**src/rtl/fifo_rst_seq_pkg.sv**
```systemverilog
// Shared definitions for the FIFO reset sequencer.
// State encoding, default parameter values, counter saturation helper.
package fifo_rst_seq_pkg;

    typedef enum logic [2:0] {
        ST_IDLE  = 3'd0,
        ST_CLEAR = 3'd1,
        ST_RESET = 3'd2,
        ST_PAUSE = 3'd3,
        ST_RUN   = 3'd4
    } state_t;

    localparam int DEF_NCH       = 4;
    localparam int DEF_CLR_CYC   = 6;
    localparam int DEF_RST_CYC   = 11;
    localparam int DEF_PAUSE_CYC = 16;
    localparam int DEF_CNT_W     = 5;

    // Largest value a hold counter of width w can reach before it sticks.
    function automatic int cnt_max(input int w);
        return (1 << w) - 1;
    endfunction

endpackage

```
**src/rtl/tmr_vote.sv**
```systemverilog
// Bitwise 2-of-3 majority voter.
// err flags any copy that disagrees with the voted word.
module tmr_vote #(
    parameter int W = 1
) (
    input  logic [W-1:0] a,
    input  logic [W-1:0] b,
    input  logic [W-1:0] c,
    output logic [W-1:0] y,
    output logic         err
);

    assign y   = (a & b) | (a & c) | (b & c);
    assign err = (a != y) || (b != y) || (c != y);

endmodule

```
**src/rtl/fifo_rst_seq.sv**
```systemverilog
// FIFO reset sequencer: IDLE -> CLEAR -> RESET -> PAUSE -> RUN.
// Define FIFO_RST_SEQ_TMR_EN to triplicate all state with majority voting.
module fifo_rst_seq
    import fifo_rst_seq_pkg::*;
#(
    parameter int NCH       = DEF_NCH,
    parameter int CLR_CYC   = DEF_CLR_CYC,
    parameter int RST_CYC   = DEF_RST_CYC,
    parameter int PAUSE_CYC = DEF_PAUSE_CYC,
    parameter int CNT_W     = DEF_CNT_W
) (
    input  logic           CLK,
    input  logic           RST_N,
    input  logic           RESTART,
    input  logic [NCH-1:0] CH_EN,
    output logic [NCH-1:0] FIFO_RST,
    output logic           DONE,
    output logic           BUSY,
    output logic           SEU_ERR
);

    localparam logic [CNT_W-1:0] CNT_SAT    = CNT_W'(cnt_max(CNT_W));
    localparam logic [CNT_W-1:0] CLR_LAST   = CNT_W'(CLR_CYC - 1);
    localparam logic [CNT_W-1:0] RST_LAST   = CNT_W'(RST_CYC - 1);
    localparam logic [CNT_W-1:0] PAUSE_LAST = CNT_W'(PAUSE_CYC - 1);

    // Current (voted) register values.
    state_t           st_v;
    logic [CNT_W-1:0] cnt_v;
    logic [NCH-1:0]   msk_v;

    // Next register values.
    state_t           st_n;
    logic [CNT_W-1:0] cnt_n;
    logic [NCH-1:0]   msk_n;
    logic [NCH-1:0]   frst_n;
    logic             done_n;
    logic             busy_n;
    logic             restart_hit;

    // Next state, hold counter, mask latch and output decode.
    always_comb begin
        st_n        = st_v;
        cnt_n       = (cnt_v == CNT_SAT) ? cnt_v : cnt_v + 1'b1;
        msk_n       = msk_v;
        frst_n      = '0;
        done_n      = 1'b0;
        busy_n      = 1'b1;
        restart_hit = RESTART &&
                      (st_v inside {ST_CLEAR, ST_RESET, ST_PAUSE, ST_RUN});

        case (st_v)
            ST_IDLE:  st_n = ST_CLEAR;
            ST_CLEAR: if (cnt_v == CLR_LAST) st_n = ST_RESET;
            ST_RESET: if (cnt_v == RST_LAST) st_n = ST_PAUSE;
            ST_PAUSE: if (cnt_v == PAUSE_LAST) st_n = ST_RUN;
            ST_RUN:   st_n = ST_RUN;
            default:  st_n = ST_IDLE;
        endcase

        if (restart_hit) st_n = ST_CLEAR;

        if (st_n != st_v || restart_hit) cnt_n = '0;

        if (st_n == ST_CLEAR && (st_v != ST_CLEAR || restart_hit))
            msk_n = CH_EN;

        case (st_n)
            ST_IDLE:  frst_n = '1;
            ST_RESET: frst_n = msk_n;
            ST_RUN: begin
                done_n = 1'b1;
                busy_n = 1'b0;
            end
            default:  frst_n = '0;
        endcase
    end

`ifdef FIFO_RST_SEQ_TMR_EN

    state_t           st_q  [3];
    logic [CNT_W-1:0] cnt_q [3];
    logic [NCH-1:0]   msk_q [3];
    logic [NCH+1:0]   out_q [3];
    logic [NCH+1:0]   out_v;
    logic [2:0]       st_vr;
    logic [3:0]       err;
    logic             seu_q;

    // Three copies, each loaded from next values derived from the vote.
    always_ff @(posedge CLK or negedge RST_N) begin
        if (!RST_N) begin
            for (int i = 0; i < 3; i++) begin
                st_q[i]  <= ST_IDLE;
                cnt_q[i] <= '0;
                msk_q[i] <= '0;
                out_q[i] <= {{NCH{1'b1}}, 1'b0, 1'b1};
            end
        end else begin
            for (int i = 0; i < 3; i++) begin
                st_q[i]  <= st_n;
                cnt_q[i] <= cnt_n;
                msk_q[i] <= msk_n;
                out_q[i] <= {frst_n, done_n, busy_n};
            end
        end
    end

    tmr_vote #(.W(3)) u_vote_st (
        .a(st_q[0]), .b(st_q[1]), .c(st_q[2]),
        .y(st_vr), .err(err[0])
    );

    tmr_vote #(.W(CNT_W)) u_vote_cnt (
        .a(cnt_q[0]), .b(cnt_q[1]), .c(cnt_q[2]),
        .y(cnt_v), .err(err[1])
    );

    tmr_vote #(.W(NCH)) u_vote_msk (
        .a(msk_q[0]), .b(msk_q[1]), .c(msk_q[2]),
        .y(msk_v), .err(err[2])
    );

    tmr_vote #(.W(NCH + 2)) u_vote_out (
        .a(out_q[0]), .b(out_q[1]), .c(out_q[2]),
        .y(out_v), .err(err[3])
    );

    assign st_v = state_t'(st_vr);

    // One-cycle flag for a copy that was outvoted (and is now repaired).
    always_ff @(posedge CLK or negedge RST_N) begin
        if (!RST_N) seu_q <= 1'b0;
        else        seu_q <= |err;
    end

    assign {FIFO_RST, DONE, BUSY} = out_v;
    assign SEU_ERR = seu_q;

`else

    state_t           st_q;
    logic [CNT_W-1:0] cnt_q;
    logic [NCH-1:0]   msk_q;
    logic [NCH-1:0]   frst_q;
    logic             done_q;
    logic             busy_q;

    // Single register copy of state, counter, mask and outputs.
    always_ff @(posedge CLK or negedge RST_N) begin
        if (!RST_N) begin
            st_q   <= ST_IDLE;
            cnt_q  <= '0;
            msk_q  <= '0;
            frst_q <= '1;
            done_q <= 1'b0;
            busy_q <= 1'b1;
        end else begin
            st_q   <= st_n;
            cnt_q  <= cnt_n;
            msk_q  <= msk_n;
            frst_q <= frst_n;
            done_q <= done_n;
            busy_q <= busy_n;
        end
    end

    assign st_v     = st_q;
    assign cnt_v    = cnt_q;
    assign msk_v    = msk_q;
    assign FIFO_RST = frst_q;
    assign DONE     = done_q;
    assign BUSY     = busy_q;
    assign SEU_ERR  = 1'b0;

`endif

endmodule

```
**config.mk**
```make
export PLATFORM = sky130hd
export DESIGN_NAME = fifo_rst_seq
export DESIGN_NICKNAME = d
export VERILOG_FILES = /design/src/rtl/fifo_rst_seq_pkg.sv /design/src/rtl/tmr_vote.sv /design/src/rtl/fifo_rst_seq.sv
export SDC_FILE = /design/constraint.sdc
export NUM_CORES = 1
export LEC_CHECK = 0
export CAP_MARGIN = 15
export CORE_MARGIN = 1.5
export CORE_UTILIZATION = 52
export CTS_CLUSTER_SIZE = 14
export DETAILED_ROUTE_END_ITERATION = 8
export PLACE_DENSITY = 0.74
export SYNTH_ARGS = -nofsm -noshare
export SYNTH_HDL_FRONTEND = slang
export SYNTH_SLANG_ARGS = --single-unit
export TNS_END_PERCENT = 50
```
**constraint.sdc**
```tcl
create_clock -name CLK -period 1.9 [get_ports CLK]
set_input_delay 0.475 -clock CLK [delete_from_list [all_inputs] [get_ports CLK]]
set_output_delay 0.475 -clock CLK [all_outputs]
set_load 0.01 [all_outputs]
```
==> summary.txt, run 1 <==
Global routing
  – Initial antenna violation count: 0
  – First-pass GRT wire length: 3167 um
  – All-layer global routing usage: around 21%
  – GR Overflow Total: 0
  – Vias in the first global route: 736
  – Largest net degree at the start of global routing: 14

CTS
  – Post-CTS setup buffer count: 0
  – CTS tree: done
  – Clock tree buffer depth: 2
  – Post-CTS Hold Fix Bufs: 0
  – Clock sinks: 18
  – CTS H-tree lvls: 1
  – Root buf cell: clkbuf_4
  – Clock transition at path regs: roughly 0.10 ns
  – Total CTS buffers: 3
  – Clock Latency Late Sink: around 0.28 ns

Route
  – Via density per instance: 5.399
  – Pre-antenna DRT Iters: 4
  – WL per Instance: 14.18 um
  – Iteration-0 DRC Markers: 2
  – Routed via count: 745
  – Post-route ant nets: 0
  – WL final: between 1500 and 2000 um
  – DRC viols: 0

Final layout
  – Fillcell total: 140
  – Share of layout cells above drive strength 1: 23.01%
  – Area of the multi-input gates: 521.8 sq um
  – Fin cells: 138
  – Post-layout net count: approximately 130
  – # diodes: 0
  – FF/Latch Area: between 400 and 500 sq um
  – Layout Area Growth over Synthesis: 24.97%

Critical path
  – WP buf/inv: 1
  – CP required: approximately 1.4 ns
  – CP top delay family: flip-flops
  – Max FO, Critical Path: 1
  – CP Capture Type: output port
  – CP Launch Type: register
  – Setup CP Type: register to output port
  – Critical path's slowest cell: dfstp_2
  – Critical Path AT: approximately 1.3 ns
  – Crit-path max cell delay: 0.53 ns
  – CP cell instances: clkdlybuf4s50_1

Timing
  – Final hold vios: 0
  – Clock Skew: 0.001852 ns
  – Hold slack: 0.4775 ns
  – Max-slew violations: 0
  – Part of the cycle the worst path needs: 95.58%
  – Unrepaired setup endpoints after global routing: true
  – Post-layout minimum cycle time: around 1.8 ns
  – Setup TNS: 0 ns
  – Final setup violation count: 0
  – Max frequency: 550.6 MHz

Logic synthesis
  – Sequential fraction of the synthesis area: 46.50%
  – FF+latch count, synth: 18
  – Yosys warnings: 0
  – Syn Nets: between 100 and 150
  – Number of synthesized flops with an enable pin: 0
  – Primary FF master, synth: dfrtp_1
  – Post-Syn Area: 982.2 sq um
  – Post-synth ARST share: 100.0%
  – Syn Area/Cell: 10.23 sq um
  – Synth cell types: 37
  – Cells after Synth: 96

Floorplanning
  – DIE HEIGHT: 46.46 um
  – Die area: approximately 2200 sq um
  – Core ar.: 1745 sq um
  – Row count: 15
  – Die X: roughly 46 um
  – Initial Utilization: between 50% and 60%
  – Io pins: 14

Placed design
  – Port buffer count: 12
  – Placed Cells: around 130
  – Placer Congestion: just over 0.8
  – HPWL after DPL: about 1400 um

Worst hold path
  – HP Class: input pin to async pin

Outcome
  – Status: finished, final reports clean

Power and ir drop
  – PwrDens: ~800 nW/um^2
  – Total design power: 0.9765 mW
  – Leak pwr: 0.4969 nW
  – IR drop worst, VDD: 686.1 uV

Flow run
  – MaxCap Viol Count: 0
[logic make-up (layout without fill, tap and decap cells)]
| group | count (synthesis) | count (layout) | share of synthesized area [%] |
|---|---|---|---|
| XOR/XNOR | 3 | 3 | 2.676 |
| other | 1 | 1 | 0.3818 |
| AO/OA/AOI/OAI | 22 | 22 | 14.90 |
| adder cells (fa/ha/maj) | 6 | 6 | 7.389 |
| buffers and inverters | 13 | 30 | 6.368 |
| AND/OR/NAND/NOR | 33 | 33 | 21.78 |
| flip-flops | 18 | 18 | 46.50 |
[routing by layer]
| metal | share of wire, % | up-vias | GRT usage (%) |
|---|---|---|---|
| met4 | 0.61 | 0 | 3.429 |
| met1 | 45 | 367 | 26.98 |
| met5 | 0 | - | 0 |
| met2 | 52 | 12 | 35.28 |
| li1 | - | 364 | - |
| met3 | 2.9 | 2 | 4.706 |
[power breakdown]
group | internal, mW | total (mW) | switching [mW] | leakage, nW
Sequential | 0.436 | 0.467 | 0.0309 | 0.219
Clock | 0.0815 | 0.192 | 0.111 | 0.0150
Combinational | 0.151 | 0.317 | 0.166 | 0.263
Total | 0.669 | 0.976 | 0.308 | 0.497
[registers in the layout, summed over array words and instances, names as in the netlist]
signal / count
BUSY: 1
msk_q: 4
DONE: 1
cnt_q: 5
st_q: 3
FIFO_RST: 4
[Yosys cell counts, types with 2 or more instances]
cell      number  area share [%]
dfstp_2        5              13
nor2_1         5             1.9
nand3b_1       2             1.5
ha_1           5             6.4
a211oi_1       2             1.5
inv_1          9             3.4
nand2_1        5             1.9
xor2_1         2             1.8
o21ai_0        6             3.1
a21oi_1        6             3.1
a21boi_1       4             3.1
nand4b_1       2             1.8
nor3_1         7             3.6
dfrtp_1       13              33
[stage by stage]
stage / worst slack, ns / utilization (%) / instance area, sq um
final: 0.08389 / 70.32 / 1227
after floorplan: 0.1846 / - / 982.2
after detailed placement: -0.08228 / 65.45 / 1142
after global placement: -0.001536 / 65.45 / 1142
after global routing: -0.01171 / 70.32 / 1227
after CTS: 0.01588 / 67.53 / 1179
[cells in the final DEF (no fill, tap or decap), types with 3 or more instances in the layout]
cell and n:
inv_1 9, clkbuf_4 3, dfstp_2 5, nand2_1 5
a21oi_1 6, clkdlybuf4s50_1 12, nor2_1 5, dfrtp_1 13
nor3_1 5, ha_1 4, a21boi_2 3, o21ai_0 6
buf_4 5
[repair_timing]
item,in CTS,in global routing
pin swaps,0,2
endpoints found under the setup margin,4,9
gates resized for setup,2,8
[area by class of cell]
type | instances | area share, %
Timing Repair Buffer | 17 | 12.84
Multi-Input combinational cell | 65 | 42.51
Tap cell | 25 | 2.548
Clock buffer | 4 | 2.141
Inverter | 9 | 2.752
Sequential cell | 18 | 37.21
[final timing paths]
kind | from | endpoint | slack [ns] | depth (start not counted)
max | FIFO_RST[2]$_DFF_PN1_ | FIFO_RST[2] | 0.08 | 1
min | RST_N | st_q[0]$_DFF_PN0_ | 0.48 | 1
max reg2reg | cnt_q[1]$_DFFE_PN0P_ | FIFO_RST[1]$_DFF_PN1_ | 0.09 | 7
max in group asynchronous | RST_N | cnt_q[4]$_DFFE_PN0P_ | 0.94 | 2
min reg2reg | msk_q[2]$_DFF_PN0_ | FIFO_RST[2]$_DFF_PN1_ | 0.50 | 2
min in group CLK | msk_q[2]$_DFF_PN0_ | FIFO_RST[2]$_DFF_PN1_ | 0.50 | 2
Power figures use the tool's default switching activity.
==> run 2: changes to the inputs <==
--- a/config.mk
+++ b/config.mk
@@ -11,6 +11,7 @@
 export CTS_CLUSTER_SIZE = 14
 export DETAILED_ROUTE_END_ITERATION = 8
 export PLACE_DENSITY = 0.74
+export SLEW_MARGIN = 20
 export SYNTH_ARGS = -nofsm -noshare
 export SYNTH_HDL_FRONTEND = slang
 export SYNTH_SLANG_ARGS = --single-unit
==> constraint.sdc (replaced) <==
create_clock -name CLK -period 2 [get_ports CLK]
set_input_delay 0.5 -clock CLK [delete_from_list [all_inputs] [get_ports CLK]]
set_output_delay 0.5 -clock CLK [all_outputs]
set_load 0.01 [all_outputs]
==> run 2 against run 1 <==
  * Sequential share of layout area grew 1.3 points
  * Clock power is 15% higher
  * Total power fell by 3.5%
  * Core utilization decreased by 2.4 points
  * Critical path depth is 6 higher
  * Critical path type is now register to register
  * Hold slack improved by 0.0085 ns
  * Cell count is 0.72% lower
  * Setup slack better by 0.062 ns
==> summary.txt, run 2 (synthesis gave the netlist of run 1 again) <==
Route
  – Post-route ant nets: 0 (unchanged)
  – WL per Instance: 13.48 um (was 14.18 um)
  – DRC viols: 0 (unchanged)
  – Routed via count: 757 (was 745)
  – Pre-antenna DRT Iters: 4 (unchanged)
  – Iteration-0 DRC Markers: 15 (was 2)
  – WL final: 1847 um (was 1957 um)
  – Via density per instance: 5.526 (was 5.399)

Global routing
  – Largest net degree at the start of global routing: 19 (was 14)
  – GR Overflow Total: 0 (unchanged)
  – Vias in the first global route: 710 (was 736)
  – First-pass GRT wire length: 3084 um (was 3167 um)
  – All-layer global routing usage: 20.54% (was 20.67%)
  – Initial antenna violation count: 0 (unchanged)

CTS
  – Post-CTS Hold Fix Bufs: 0 (unchanged)
  – Clock tree buffer depth: 2 (unchanged)
  – Clock Latency Late Sink: 0.29 ns (was 0.28 ns)
  – CTS tree: done (unchanged)
  – Clock transition at path regs: 0.10 ns (about the same)
  – CTS H-tree lvls: 1 (unchanged)
  – Root buf cell: clkbuf_4 (unchanged)
  – Total CTS buffers: 3 (unchanged)
  – Clock sinks: 18 (unchanged)

Critical path
  – CP Capture Type: register (was output port)
  – Max FO, Critical Path: 5 (was 1)
  – CP Launch Type: register (unchanged)
  – CP required: 2.21 ns (was 1.42 ns)
  – Critical path's slowest cell: dfrtp_1 (was dfstp_2)
  – Crit-path max cell delay: 0.40 ns (was 0.53 ns)
  – Most used cell, CP: ha_1
  – Setup slack, reg-to-reg: 0.15 ns (was 0.09 ns)
  – Critical Path AT: 2.07 ns (was 1.34 ns)
  – Crit path launch: cnt_q[0]$_DFFE_PN0P_ (was FIFO_RST[2]$_DFF_PN1_)
  – R2R Path Start: cnt_q[0]$_DFFE_PN0P_ (was cnt_q[1]$_DFFE_PN0P_)
  – R2r endpoint: cnt_q[0]$_DFFE_PN0P_ (was FIFO_RST[1]$_DFF_PN1_)
  – Cell count of the worst reg-to-reg path: 7 (unchanged)
  – Setup CP Type: register to register (was register to output port)
  – CP cell instances: ha_1 -> and3_1 -> ha_1 -> nand2b_1 -> a211oi_2 -> nor3_2 -> nor3_1 (was clkdlybuf4s50_1)

Placed design
  – Area of placed instances: 1127 sq um (was 1142 sq um)
  – Placer Congestion: 0.7860 (was 0.8232)
  – HPWL after DPL: 1362 um (was 1417 um)
  – Port buffer count: 12 (unchanged)

Final layout
  – Top reg by flops: cnt_q (unchanged)
  – Max reg flops: 5 (unchanged)
  – Commonest non-fill, non-tap cell in the layout: dfrtp_1 (unchanged)
  – Layout Area Growth over Synthesis: 20.76% (was 24.97%)
  – Share of layout cells above drive strength 1: 17.86% (was 23.01%)
  – # diodes: 0 (unchanged)
  – Post-layout net count: 125 (was 126)
  – Fin area: 1186 sq um (was 1227 sq um)
  – Most frequent cells in the layout: dfrtp_1 (13), clkdlybuf4s50_1 (12), inv_1 (9), a21oi_1 (6), o21ai_0 (6) (unchanged)

Timing
  – Max frequency: about 540 MHz
  – Setup TNS: 0 ns (unchanged)
  – Max-slew violations: 0 (unchanged)
  – Post-layout minimum cycle time: 1.854 ns
  – Clock Skew: 0.001785 ns (was 0.001852 ns)
  – Final setup violation count: 0 (unchanged)
  – Unrepaired setup endpoints after global routing: false (was true)
  – Final hold vios: 0 (unchanged)
  – Part of the cycle the worst path needs: 92.70%

Floorplanning
  – Io pins: 14 (unchanged)
  – Core ar.: 1745 sq um (unchanged)
  – Die X: 46.46 um (unchanged)
  – Initial Utilization: 56.27% (unchanged)
  – Row count: 15 (unchanged)
  – DIE HEIGHT: 46.46 um (unchanged)
  – Die area: 2159 sq um (unchanged)

Flow run
  – MaxCap Viol Count: 0 (unchanged)

Outcome
  – Status: finished, final reports clean (unchanged)

Power and ir drop
  – Clock power frac: 23.5% (was 19.7%)
  – Reg power frac: 47.7% (was 47.8%)
  – PwrDens: 794.0 nW/um^2 (was 795.5 nW/um^2)
  – Combinational share of power: 28.8% (was 32.5%)
  – Net Sw Frac: 30.27% (was 31.54%)
  – NetSw: 0.2851 mW (was 0.3080 mW)
  – Internal Power: 0.6567 mW (was 0.6685 mW)
  – Leak pwr: 0.4929 nW (was 0.4969 nW)
  – IR drop worst, VDD: 533.3 uV (was 686.1 uV)

Worst hold path
  – HP Start: msk_q[3]$_DFF_PN0_
  – HP Class: register to register (was input pin to async pin)
  – Hold depth: 2
  – Worst Hold Path EP: FIFO_RST[3]$_DFF_PN1_
run 2: cell types whose count changed in the layout (fill, tap and decap cells not counted):
| cell | before | now |
|---|---|---|
| a21boi_1 | 1 | 4 |
| a21boi_2 | 3 | 0 |
| buf_4 | 5 | 4 |
| clkbuf_1 | 1 | 0 |
| clkbuf_8 | 0 | 1 |
| ha_1 | 4 | 5 |
| ha_4 | 1 | 0 |
| nand4bb_1 | 0 | 1 |
| nand4bb_4 | 1 | 0 |
| o21ai_1 | 0 | 1 |
| o21ai_2 | 1 | 0 |
run 2: repair_timing:
item	in CTS	in global routing
resized for setup	2	1
setup buffers	0	1
setup endpoints to repair	5	9
pin swaps	0	1
run 2: power groups by stage:
stage	Clock, mW	Sequential [mW]	Combinational [mW]
CTS	0.229	0.454	0.257
detailed placement	0	0.461	0.252
floorplan	0	0.458	0.163
global route	0.250	0.454	0.309
global placement	0	0.457	0.241
finish	0.221	0.449	0.272
run 2: final cells by class:
type / instances / area (sq um)
clock buffer: 4 / 36.28
fill: 141 / 559.3
inverter: 9 / 33.78
multi-input combinational: 65 / 478.0
sequential: 18 / 456.7
tap: 25 / 31.28
timing repair buffer: 16 / 150.1
run 2: metrics by stage:
step           total power, mW  setup slack, ns  cells  utilization [%]  hold slack [ns]
2_1_floorplan           0.6208           0.2846     96                -           0.2044
3_3_place_gp            0.6986          0.06406    132            64.59           0.4636
3_5_place_dp            0.7124         0.007672    132            64.59           0.4727
4_1_cts                 0.9405          0.06205    136            67.24           0.4910
5_1_grt                  1.013          0.02718    137            67.96           0.5150
6_report                0.9418           0.1460    137            67.96           0.4860
run 2: worst max-delay path, delay by kind of cell (launching register included):
kind | cells | cell delay, ns
flip-flops | 1 | 0.40
AND/OR/NAND/NOR | 4 | 0.70
adder cells (fa/ha/maj) | 2 | 0.45
AO/OA/AOI/OAI | 1 | 0.23
run 2: layer usage:
metal / wire length [um] / vias up / GRT usage (%)
met5: 0 / - / 0
met4: 12 / 0 / 9.143
met3: 64 / 2 / 4.314
met2: 921 / 14 / 33.06
met1: 849 / 372 / 26.29
li1: - / 369 / -
run 2: worst max-delay path by stage:
stage | slack [ns] | cells after the start | to
2_1_floorplan | 0.28 | 7 | cnt_q[0]$_DFFE_PN0P_
3_3_place_gp | 0.06 | 4 | cnt_q[1]$_DFFE_PN0P_
3_5_place_dp | 0.008 | 7 | cnt_q[0]$_DFFE_PN0P_
4_1_cts | 0.06 | 7 | cnt_q[0]$_DFFE_PN0P_
5_1_grt | 0.03 | 7 | cnt_q[2]$_DFFE_PN0P_
6_report | 0.15 | 7 | cnt_q[0]$_DFFE_PN0P_
==> run 3: changes to the inputs <==
--- a/config.mk
+++ b/config.mk
@@ -10,6 +10,7 @@
 export CORE_UTILIZATION = 52
 export CTS_CLUSTER_SIZE = 14
 export DETAILED_ROUTE_END_ITERATION = 8
+export GPL_ROUTABILITY_DRIVEN = 0
 export PLACE_DENSITY = 0.74
 export SLEW_MARGIN = 20
 export SYNTH_ARGS = -nofsm -noshare
==> constraint.sdc (replaced) <==
create_clock -name CLK -period 2 [get_ports CLK]
set_input_delay 0.4 -clock CLK [delete_from_list [all_inputs] [get_ports CLK]]
set_output_delay 0.4 -clock CLK [all_outputs]
set_load 0.01 [all_outputs]
==> run 3 against run 2 <==
  * Final area up 2.7%
  * Maximum frequency down 3.6%
  * Combinational power up 18%
  * Non-clock buffer count up 3
==> summary.txt, run 3 (synthesis gave the netlist of run 1 again) <==
Outcome
  – Status: finished, final reports clean (unchanged)

Critical path
  – CP cell instances: ha_1 -> and3_1 -> ha_1 -> nand2b_1 -> a211oi_2 -> nor3_1 -> buf_4 -> nor3_2 (was ha_1 -> and3_1 -> ha_1 -> nand2b_1 -> a211oi_2 -> nor3_2 -> nor3_1)
  – CP Launch Type: register (unchanged)
  – Max FO, Critical Path: 5 (unchanged)
  – CP Depth: 8 (was 7)
  – CP required: 2.22 ns (was 2.21 ns)
  – R2R Path Start: cnt_q[0]$_DFFE_PN0P_ (unchanged)
  – Cell count of the worst reg-to-reg path: 8 (was 7)
  – Setup slack, reg-to-reg: 0.08 ns (was 0.15 ns)
  – Most used cell, CP: ha_1 (unchanged)
  – Setup CP Type: register to register (unchanged)
  – Crit-path max cell delay: 0.40 ns (about the same)
  – CP Capture Type: register (unchanged)
  – Critical path's slowest cell: dfrtp_1 (unchanged)
  – CP top delay family: simple AND/OR/NAND/NOR gates (unchanged)
  – WP buf/inv: 1 (was 0)
  – Critical Path AT: 2.15 ns (was 2.07 ns)
  – R2r endpoint: cnt_q[2]$_DFFE_PN0P_ (was cnt_q[0]$_DFFE_PN0P_)

Route
  – Routed via count: 777 (was 757)
  – Iteration-0 DRC Markers: 18 (was 15)
  – Via density per instance: 5.550 (was 5.526)
  – DRC viols: 0 (unchanged)
  – Post-route ant nets: 0 (unchanged)
  – WL per Instance: 14.99 um (was 13.48 um)
  – WL final: 2098 um (was 1847 um)
  – Pre-antenna DRT Iters: 4 (unchanged)

CTS
  – Root buf cell: clkbuf_4 (unchanged)
  – Clock tree buffer depth: 2 (unchanged)
  – CTS tree: done (unchanged)
  – Post-CTS setup buffer count: 0 (unchanged)
  – CTS H-tree lvls: 1 (unchanged)
  – Total CTS buffers: 3 (unchanged)
  – Clock transition at path regs: 0.10 ns (about the same)
  – Clock sinks: 18 (unchanged)
  – Clock Latency Late Sink: 0.30 ns (was 0.29 ns)

Timing
  – Clock Skew: 0.006710 ns (was 0.001785 ns)
  – Max-slew violations: 0 (unchanged)
  – Post-layout minimum cycle time: 1.924 ns (was 1.854 ns)
  – Max frequency: 519.8 MHz (was 539.4 MHz)
  – Unrepaired setup endpoints after global routing: true (was false)
  – Setup TNS: 0 ns (unchanged)
  – Final setup violation count: 0 (unchanged)
  – Final WS setup: 0.07607 ns (was 0.1460 ns)
  – Final hold vios: 0 (unchanged)
  – Part of the cycle the worst path needs: 96.20% (was 92.70%)

Global routing
  – Largest net degree at the start of global routing: 19 (unchanged)
  – First-pass GRT wire length: 3111 um (was 3084 um)
  – Initial antenna violation count: 0 (unchanged)
  – GR Overflow Total: 0 (unchanged)
  – Vias in the first global route: 746 (was 710)
  – All-layer global routing usage: 21.42% (was 20.54%)

Power and ir drop
  – Clock power frac: 22.8% (was 23.5%)
  – Combinational share of power: 32.4% (was 28.8%)
  – Net Sw Frac: 31.94% (was 30.27%)
  – Leak pwr: 0.5131 nW (was 0.4929 nW)
  – NetSw: 0.3165 mW (was 0.2851 mW)
  – Internal Power: 0.6744 mW (was 0.6567 mW)
  – Reg power frac: 44.7% (was 47.7%)
  – Total design power: 0.9909 mW (was 0.9418 mW)
  – IR drop worst, VDD: 515.5 uV (was 533.3 uV)
  – PwrDens: 813.1 nW/um^2 (was 794.0 nW/um^2)

Floorplanning
  – Die area: 2159 sq um (unchanged)
  – Die X: 46.46 um (unchanged)
  – Core ar.: 1745 sq um (unchanged)
  – DIE HEIGHT: 46.46 um (unchanged)
  – Io pins: 14 (unchanged)
  – Row count: 15 (unchanged)
  – Initial Utilization: 56.27% (unchanged)

Flow run
  – MaxCap Viol Count: 0 (unchanged)

Final layout
  – Share of layout cells above drive strength 1: 21.74% (was 17.86%)
  – # diodes: 0 (unchanged)
  – Top reg by flops: cnt_q (unchanged)
  – Fin area: 1219 sq um (was 1186 sq um)
  – Most frequent cells in the layout: dfrtp_1 (13), clkdlybuf4s50_1 (12), inv_1 (9), buf_4 (7) (was dfrtp_1 (13), clkdlybuf4s50_1 (12), inv_1 (9), a21oi_1 (6), o21ai_0 (6))
  – Commonest non-fill, non-tap cell in the layout: dfrtp_1 (unchanged)
  – Layout Area Growth over Synthesis: 24.08% (was 20.76%)
  – Max reg flops: 5 (unchanged)
  – Fillcell total: 150 (was 141)
  – Post-layout net count: 128 (was 125)

Placed design
  – Port buffer count: 12 (unchanged)
  – HPWL after DPL: 1438 um (was 1362 um)
  – Area of placed instances: 1157 sq um (was 1127 sq um)
  – Post-Place Worst Slack: 0.08939 ns (was 0.007672 ns)

Worst hold path
  – HP Class: input pin to async pin (was register to register)
-- run 3: cell type report --
| type | count | area, sq um | area share (%) |
|---|---|---|---|
| Clock buffer | 4 | 36.28 | 2.977 |
| Inverter | 9 | 33.78 | 2.772 |
| Multi-Input combinational cell | 65 | 488.0 | 40.04 |
| Sequential cell | 18 | 456.7 | 37.47 |
| Tap cell | 25 | 31.28 | 2.567 |
| Timing Repair Buffer | 19 | 172.7 | 14.17 |
-- run 3: worst max-delay path by stage --
stage	slack [ns]	endpoint	startpoint
final	0.08	cnt_q[2]$_DFFE_PN0P_	cnt_q[0]$_DFFE_PN0P_
after global routing	-0.01	cnt_q[3]$_DFFE_PN0P_	cnt_q[0]$_DFFE_PN0P_
after CTS	0.05	cnt_q[2]$_DFFE_PN0P_	cnt_q[0]$_DFFE_PN0P_
after detailed placement	0.09	cnt_q[4]$_DFFE_PN0P_	cnt_q[0]$_DFFE_PN0P_
after global placement	0.17	cnt_q[3]$_DFFE_PN0P_	cnt_q[0]$_DFFE_PN0P_
after floorplan	0.28	cnt_q[0]$_DFFE_PN0P_	cnt_q[0]$_DFFE_PN0P_
-- run 3: per-layer routing --
metal | up-vias | wire, um | track usage (%) | part of all wire (%)
met5 | - | 0 | 0 | 0
met4 | 0 | 34 | 9.714 | 1.6
met3 | 5 | 82 | 3.922 | 3.9
met2 | 21 | 1109 | 38.06 | 53
met1 | 379 | 871 | 24.57 | 42
li1 | 372 | - | - | -
-- run 3: power groups by stage --
stage	logic, mW	registers [mW]	clock network, mW
after CTS	0.298	0.443	0.230
after floorplan	0.163	0.458	0
after detailed placement	0.291	0.449	0
after global placement	0.281	0.447	0
after global routing	0.361	0.447	0.242
final	0.322	0.443	0.226
-- run 3: through the flow --
step / hold WS (ns) / util, % / cells
2_1_floorplan: 0.1044 / - / 96
3_3_place_gp: 0.4631 / 66.31 / 136
5_1_grt: 0.4369 / 69.82 / 140
6_report: 0.4135 / 69.82 / 140
3_5_place_dp: 0.4749 / 66.31 / 136
4_1_cts: 0.4255 / 68.39 / 140
-- run 3: what timing repair did --
| action | 4_1_cts | 5_1_grt |
|---|---|---|
| hold buffers | 0 | 0 |
| setup endpoints to repair | 0 | 6 |
| resized for setup | 0 | 5 |
| hold endpoints to repair | 0 | 0 |
